**src/rtl/spi_sample_fifo.sv**
```systemverilog
// Show-ahead sample FIFO feeding the SPI slave read path; pops on synchronized fifo_rd rising edges.
// Latency: push to fifo_rdata 1 cycle; fifo_rd rise to pop SYNC_STAGES cycles. Full drops the push (ovf); empty ignores the pop (udf).
// Optional watermark interrupt under FIFO_WMARK_IRQ_EN.
module spi_sample_fifo #(
  parameter int DEPTH       = 16,
  parameter int DW          = 16,
  parameter int AW          = $clog2(DEPTH),
  parameter int SYNC_STAGES = 2
) (
  input  logic          clk_sys,
  input  logic          rst_sys,
  input  logic          push,
  input  logic [DW-1:0] push_data,
  input  logic          clr,
  input  logic          fifo_rd,
  output logic [DW-1:0] fifo_rdata,
  output logic [AW:0]   level,
  output logic          empty,
  output logic          full,
  output logic          ovf,
  output logic          udf,
  input  logic [AW:0]   rg_wmark,
  output logic          wmark_irq
);

  localparam logic [AW:0] FULL_LVL = (AW+1)'(DEPTH);

  logic [DW-1:0]          mem [DEPTH];
  logic [AW-1:0]          wr_ptr;
  logic [AW-1:0]          rd_ptr;
  logic [AW-1:0]          rd_ptr_next;
  logic [AW:0]            level_next;
  logic [DW-1:0]          head_next;
  logic [SYNC_STAGES-1:0] sync_q;
  logic                   edge_q;
  logic                   pop;
  logic                   push_acc;
  logic                   pop_acc;

  // fifo_rd is asynchronous; only the synchronized copy is used, and only its rising edge pops.
  always_ff @(posedge clk_sys) begin
    if (rst_sys) begin
      sync_q <= '0;
      edge_q <= 1'b0;
    end else begin
      sync_q <= {sync_q[SYNC_STAGES-2:0], fifo_rd};
      edge_q <= sync_q[SYNC_STAGES-1];
    end
  end

  assign pop = sync_q[SYNC_STAGES-1] & ~edge_q;

  always_comb begin
    push_acc    = push & (~full | pop);
    pop_acc     = pop & ~empty;
    rd_ptr_next = rd_ptr + AW'(pop_acc);
    level_next  = level + (AW+1)'(push_acc) - (AW+1)'(pop_acc);
    head_next   = '0;
    // The word being written this cycle is not in mem yet, so bypass it when it becomes the head.
    if (level_next != '0) begin
      if (push_acc && (wr_ptr == rd_ptr_next)) head_next = push_data;
      else                                     head_next = mem[rd_ptr_next];
    end
  end

  always_ff @(posedge clk_sys) begin
    if (push_acc) mem[wr_ptr] <= push_data;
  end

  always_ff @(posedge clk_sys) begin
    if (rst_sys || clr) begin
      wr_ptr     <= '0;
      rd_ptr     <= '0;
      level      <= '0;
      empty      <= 1'b1;
      full       <= 1'b0;
      ovf        <= 1'b0;
      udf        <= 1'b0;
      fifo_rdata <= '0;
    end else begin
      wr_ptr     <= wr_ptr + AW'(push_acc);
      rd_ptr     <= rd_ptr_next;
      level      <= level_next;
      empty      <= (level_next == '0);
      full       <= (level_next == FULL_LVL);
      ovf        <= ovf | (push & full & ~pop);
      udf        <= udf | (pop & empty);
      fifo_rdata <= head_next;
    end
  end

`ifdef FIFO_WMARK_IRQ_EN
  always_ff @(posedge clk_sys) begin
    if (rst_sys || clr) wmark_irq <= 1'b0;
    else                wmark_irq <= (rg_wmark != '0) && (level >= rg_wmark);
  end
`else
  logic unused_rg_wmark;
  assign unused_rg_wmark = ^rg_wmark;
  assign wmark_irq       = 1'b0;
`endif

endmodule

```
**config.mk**
```make
export PLATFORM = sky130hd
export DESIGN_NAME = spi_sample_fifo
export DESIGN_NICKNAME = d
export VERILOG_FILES = /design/src/rtl/spi_sample_fifo.sv
export SDC_FILE = /design/constraint.sdc
export NUM_CORES = 1
export LEC_CHECK = 0
export BUFFER_PORTS_ARGS = -buffer_cell sky130_fd_sc_hd__clkbuf_2
export CAP_MARGIN = 10
export CORE_UTILIZATION = 30
export DETAILED_ROUTE_END_ITERATION = 7
export SYNTH_ARGS = -nofsm -noshare
export SYNTH_HDL_FRONTEND = slang
export SYNTH_SLANG_ARGS = --single-unit
export TNS_END_PERCENT = 1
```
**constraint.sdc**
```tcl
create_clock -name clk_sys -period 2.92 [get_ports clk_sys]
set_clock_uncertainty 0.05 [all_clocks]
set_input_delay 0.584 -clock clk_sys [delete_from_list [all_inputs] [get_ports clk_sys]]
set_output_delay 0.584 -clock clk_sys [all_outputs]
set_load 0.02 [all_outputs]
```
Yosys cells after proc, flatten, opt, wreduce, memory -nomap -nowiden. Memory sizes are Yosys's and may differ from the RTL's. A register that Yosys moved wholly into a read port is not among the register bits. Index checks and enable logic that the tools add are counted. W data, S select, Z words.

Bits in registers: 20. Bits in writable memories: 256. Input port bits: 26. Output and inout bits: 26. Logic and storage cells: 35. Memories: 1.

$add $sub $neg: 4. Equal/unequal tests: 1. Mux-type cells: 2. Bitwise logic cells: 14. Reduce and logical (&&, ||, !) cells: 4.

Memory list: mem (depth 16, width 16, read ports 1, clocked after Yosys merged registers in 1, write ports 1, RTL line 28) `logic [DW-1:0] mem [DEPTH];`.

Operator list (count): $add A4 B1 Y4 (2); $and A1 B1 Y1 (6); $add A5 B1 Y5 (1); $eq A5 B5 Y1 const B (1); $logic_not A5 Y1 (1); $not A1 Y1 (5); $reduce_bool A5 Y1 (1); $sub A5 B1 Y5 (1); $or A1 B1 Y1 (3); $mux W1 (2); $reduce_or A2 Y1 (1); $logic_or A1 B1 Y1 (1).

Logic depth before layout (Yosys ltp).
Depth after elaboration: 9. Mapped depth: 14. Gate-level depth less buffers: 12.

Worst setup path after synthesis. No wires, ideal clock.

Path kind: input to register. Start point: input port push. End point: register fifo_rdata[0] (read register of mem). Setup time: 127 ps. Arrival time: 2705 ps. Data required time: 2743 ps. Slack: 38 ps. Stages: 12. Buffers on the path: 2. Path through: nand2_1 ha_1 inv_1 ha_1 fa_1 a21o_1 a21oi_1 xnor2_1 a41o_1 buf_2 clkbuf_1 nor2_1.

Longest elaborated chain between the ends: 6.

Ends and longest elaborated chain: start, declared (RTL line 12) `input logic push,`; $and A1 B1 Y1 (RTL line 54) `push_acc = push & (~full | pop);`; $add A5 B1 Y5 (RTL line 57) `level_next = level + (AW+1)'(push_acc) - (AW+1)'(pop_acc);`; $sub A5 B1 Y5 (RTL line 57); $reduce_bool A5 Y1 (RTL line 60) `if (level_next != '0) begin`; $not A1 Y1 (no line); $reduce_or A2 Y1 (no line); end, declared (RTL line 16) `output logic [DW-1:0] fifo_rdata,`.

No other way between the ends. A chain may end at the register's enable or synchronous reset.

Worst setup path in the final report.
Start point: register edge_q. End point: register fifo_rdata[3] (read register of mem).

Longest elaborated chain between the ends: 9. Elaborated cells on any way between the ends: 11. Classes of those cells: 3 x add/sub; 6 x bitwise; 2 x reduce/logical.

Ends and longest elaborated chain: start, declared (RTL line 35) `logic edge_q;`; start signal, assigned (RTL line 47) `edge_q <= sync_q[SYNC_STAGES-1];`; $not A1 Y1 * (RTL line 51) `assign pop = sync_q[SYNC_STAGES-1] & ~edge_q;`; $and A1 B1 Y1 * (RTL line 51); $or A1 B1 Y1 (RTL line 54); $and A1 B1 Y1 (RTL line 54); $add A5 B1 Y5 (RTL line 57); $sub A5 B1 Y5 (RTL line 57); $reduce_bool A5 Y1 (RTL line 60); $not A1 Y1 (no line); $reduce_or A2 Y1 (no line).

Every way passes the cells marked *; elsewhere a longest branch is shown, timed or not.

==> impl_metrics.py <==
metrics = {
    "global_route": {
        "grt_pass1_wl_mm": 35.0,
        "grt_overflow": 0,
        "use_met2": 0.196,
        "grt_use_total": 0.123,
        "grt.met3_usage": 0.0229,
        "grt_max_degree": 30,
        "grt_use_met1": 0.173,
        "top_usage_layer": "met2",
        "grt_antenna_before_repair": 0,
        "grt_pass1_vias": 5543,
    },
    "pwr": {
        "p_leak_nw": 4.50,
        "irDropWorstVdd_mv": 0.349,
        "p_total_mw": 8.75,
        "powerDensity_nw_per_um2": 648,
    },
    "worst_setup_path": {
        "worst-setup-path-type": "register to register",
        "critPathCaptureType": "register",
        "critical_path.max_stage_delay_ns": 0.43,
        "cpMaxStageDelayCell": "fa_1",
        "cp_data_arrival_time_ns": 3.12,
        "worst-path-max-fanout": 17,
        "startpoint_type": "register",
        "cp_cell_sequence": "nand2b_1 -> nand2_1 -> nand2_1 -> ha_1 -> inv_1 -> ha_1 -> fa_1 -> a21o_1 -> a21oi_1 -> xnor2_1 -> a41o_1 -> buf_12 -> nor2_1",
        "crit_required_ns": 3.30,
    },
    "cts": {
        "clk_path_buf_depth": 3,
        "ctsResizeCount": 0,
        "cts-root-buf": "clkbuf_16",
        "numCtsBuffers": 30,
        "clk_latency_ns": 0.54,
        "htreeDepth": 1,
        "cts.sinks": 292,
        "hold_buffers": 0,
        "cts.clk_slew.worst_paths_ns": 0.06,
        "cts_tree": "done",
        "cts_setup_buffers": 0,
    },
    "timing": {
        "holdWs_ns": 0.211,
        "period_needed_ns": 2.74,
        "min_period_over_period": 0.938,
        "finalSetupTns_ns": 0,
        "rsz0062_at_grt": "false",
        "final_max_slew_viol_count": 0,
        "setup_viol": 0,
        "hold_violations": 0,
        "fmax_mhz": 365,
    },
    "finish": {
        "fin_cells": 1174,
        "layout-area-overhead-vs-synth_pct": 19.4,
        "nFillCells": 3380,
        "final_layout_size_suffix_gt1_frac": 0.336,
        "utilization": 0.366,
        "regArea_sq_um": 8410,
        "antenna_cells": 0,
        "multi_input_area_sq_um": 2810,
        "layout.nets": 682,
    },
    "flow_run": {
        "drv_cap": 0,
    },
    "floorplanning": {
        "fp.dieW_um": 196,
        "core_sq_um": 36900,
        "start_util": 0.307,
        "boundaryPins": 52,
        "die_h_um": 196,
        "rows": 70,
        "fp.dieArea_sq_um": 38500,
    },
    "synthesis": {
        "synth_nets": 587,
        "synth_edf_count": 256,
        "netlist_area_sq_um": 11300,
        "synthTopCellsByCount": "edfxtp_1, mux2i_1, mux4_2",
        "synth_top_flop_cell": "edfxtp_1",
        "synth_top_area_share": 0.679,
        "synth-seq-cells": 292,
        "synth_area_leaders": "edfxtp_1, mux4_2, dfxtp_1",
        "yosysWarningCount": 0,
        "avgSynthCellArea_sq_um": 20.5,
        "ys_async_sr_fraction": 0,
        "yosysMostFrequentCell": "edfxtp_1",
        "synth.largest_area_cell": "edfxtp_1",
        "yosysUniqueCellTypes": 33,
        "ys_seq_area_frac": 0.743,
        "syn-instance-count": 551,
    },
    "worst_hold_path": {
        "min_path_type": "input pin to register",
    },
    "drt": {
        "first_iter_violations": 347,
        "postRouteAntennaNets": 0,
        "vias_per_cell": 4.55,
        "firstDrtPassIters": 4,
        "vias": 5347,
        "totalWireLength_mm": 23.2,
        "avgRoutedWirePerCell_um": 19.7,
        "route.detailed.drc": 0,
    },
    "placement": {
        "gp_congestion": 0.731,
        "dpl.hpwl_mm": 13.6,
        "place_inst": 1118,
        "port_buffers": 45,
    },
    "outcome": {
        "status": "finished clean",
    },
}
placed cells by master, fill, tap and decap left out, types with 2 or more instances in the layout:
| cell | Yosys | final |
|---|---|---|
| nor2_2 | 0 | 12 |
| clkinv_4 | 0 | 3 |
| buf_4 | 7 | 36 |
| inv_1 | 6 | 6 |
| nor2_1 | 40 | 28 |
| a21o_1 | 2 | 2 |
| clkbuf_2 | 0 | 45 |
| clkbuf_16 | 0 | 31 |
| dfxtp_1 | 36 | 36 |
| mux4_2 | 64 | 64 |
| and2_1 | 7 | 7 |
| xor2_1 | 5 | 5 |
| nand2b_1 | 3 | 3 |
| a31oi_1 | 2 | 2 |
| xnor2_1 | 4 | 4 |
| clkbuf_1 | 4 | 5 |
| clkinv_2 | 0 | 9 |
| clkbuf_8 | 0 | 4 |
| nor3_2 | 0 | 4 |
| a21oi_1 | 2 | 2 |
| edfxtp_1 | 256 | 256 |
| nand3_1 | 3 | 3 |
| nand3b_1 | 2 | 2 |
| nand2_1 | 3 | 3 |
| bufinv_16 | 0 | 2 |
| buf_12 | 0 | 7 |
| ha_1 | 9 | 7 |
| nor2b_1 | 3 | 3 |
| mux2i_1 | 64 | 64 |
stage by stage:
stage          setup slack [ns]  cell area, sq um
2_1_floorplan            0.0376             11300
3_3_place_gp             0.0537             12500
3_5_place_dp             0.0236             12500
4_1_cts                   0.154             13500
5_1_grt                  0.0599             13500
6_report                  0.180             13500
where the power goes:
part | leakage (nW) | internal, mW | switching (mW)
clock | 0.499 | 2.22 | 1.55
combinational | 1.40 | 0.142 | 0.221
sequential | 2.61 | 4.59 | 0.0181
final timing paths:
kind	cells past startpoint	slack [ns]	endpoint	start
worst max register to register	13	0.18	fifo_rdata[3]	edge_q
worst max-delay path	13	0.18	fifo_rdata[3]	edge_q
worst min-delay path	2	0.21	sync_q[1]	rst_sys
worst min register to register	1	0.38	sync_q[1]	sync_q[0]
state kept, by name, indices dropped and copies added, names as in the netlist:
signal,cells
fifo_rdata,16
empty,1
mem,256
sync_q,2
level,5
rd_ptr,4
udf,1
full,1
ovf,1
edge_q,1
wr_ptr,4
layout make-up:
class	count	area share
Timing Repair Buffer	88	0.0471
Inverter	7	0.00195
Clock buffer	40	0.0629
Multi-Input combinational cell	227	0.208
Tap cell	504	0.0467
Sequential cell	292	0.623
Clock inverter	16	0.0107
per-layer routing:
metal  vias to the layer above  routed length, um
li1                       2394                  -
met1                      2788              10600
met2                       137              10900
met3                        28               1310
met4                         0                378
met5                         -                  0
critical path, delay by kind of cell, from the launching register on:
| family | cells | cell delay (ns) |
|---|---|---|
| XOR/XNOR | 1 | 0.16 |
| AO/OA/AOI/OAI | 3 | 0.59 |
| AND/OR/NAND/NOR | 4 | 0.39 |
| buffers and inverters | 2 | 0.22 |
| flip-flops | 1 | 0.30 |
| adder cells (fa/ha/maj) | 3 | 0.91 |
kinds of logic after synthesis:
group / after synthesis / share of synthesized area
DFF: 292 / 0.743
muxes: 128 / 0.184
and+or+nand+nor: 69 / 0.0296
buffers and inverters: 32 / 0.0150
xor gates and xnor gates: 12 / 0.0119
adders and majority gates: 10 / 0.0117
AOI/OAI and AO/OA: 7 / 0.00420
other: 1 / 0.000331
(Power assumes the default switching activity.)
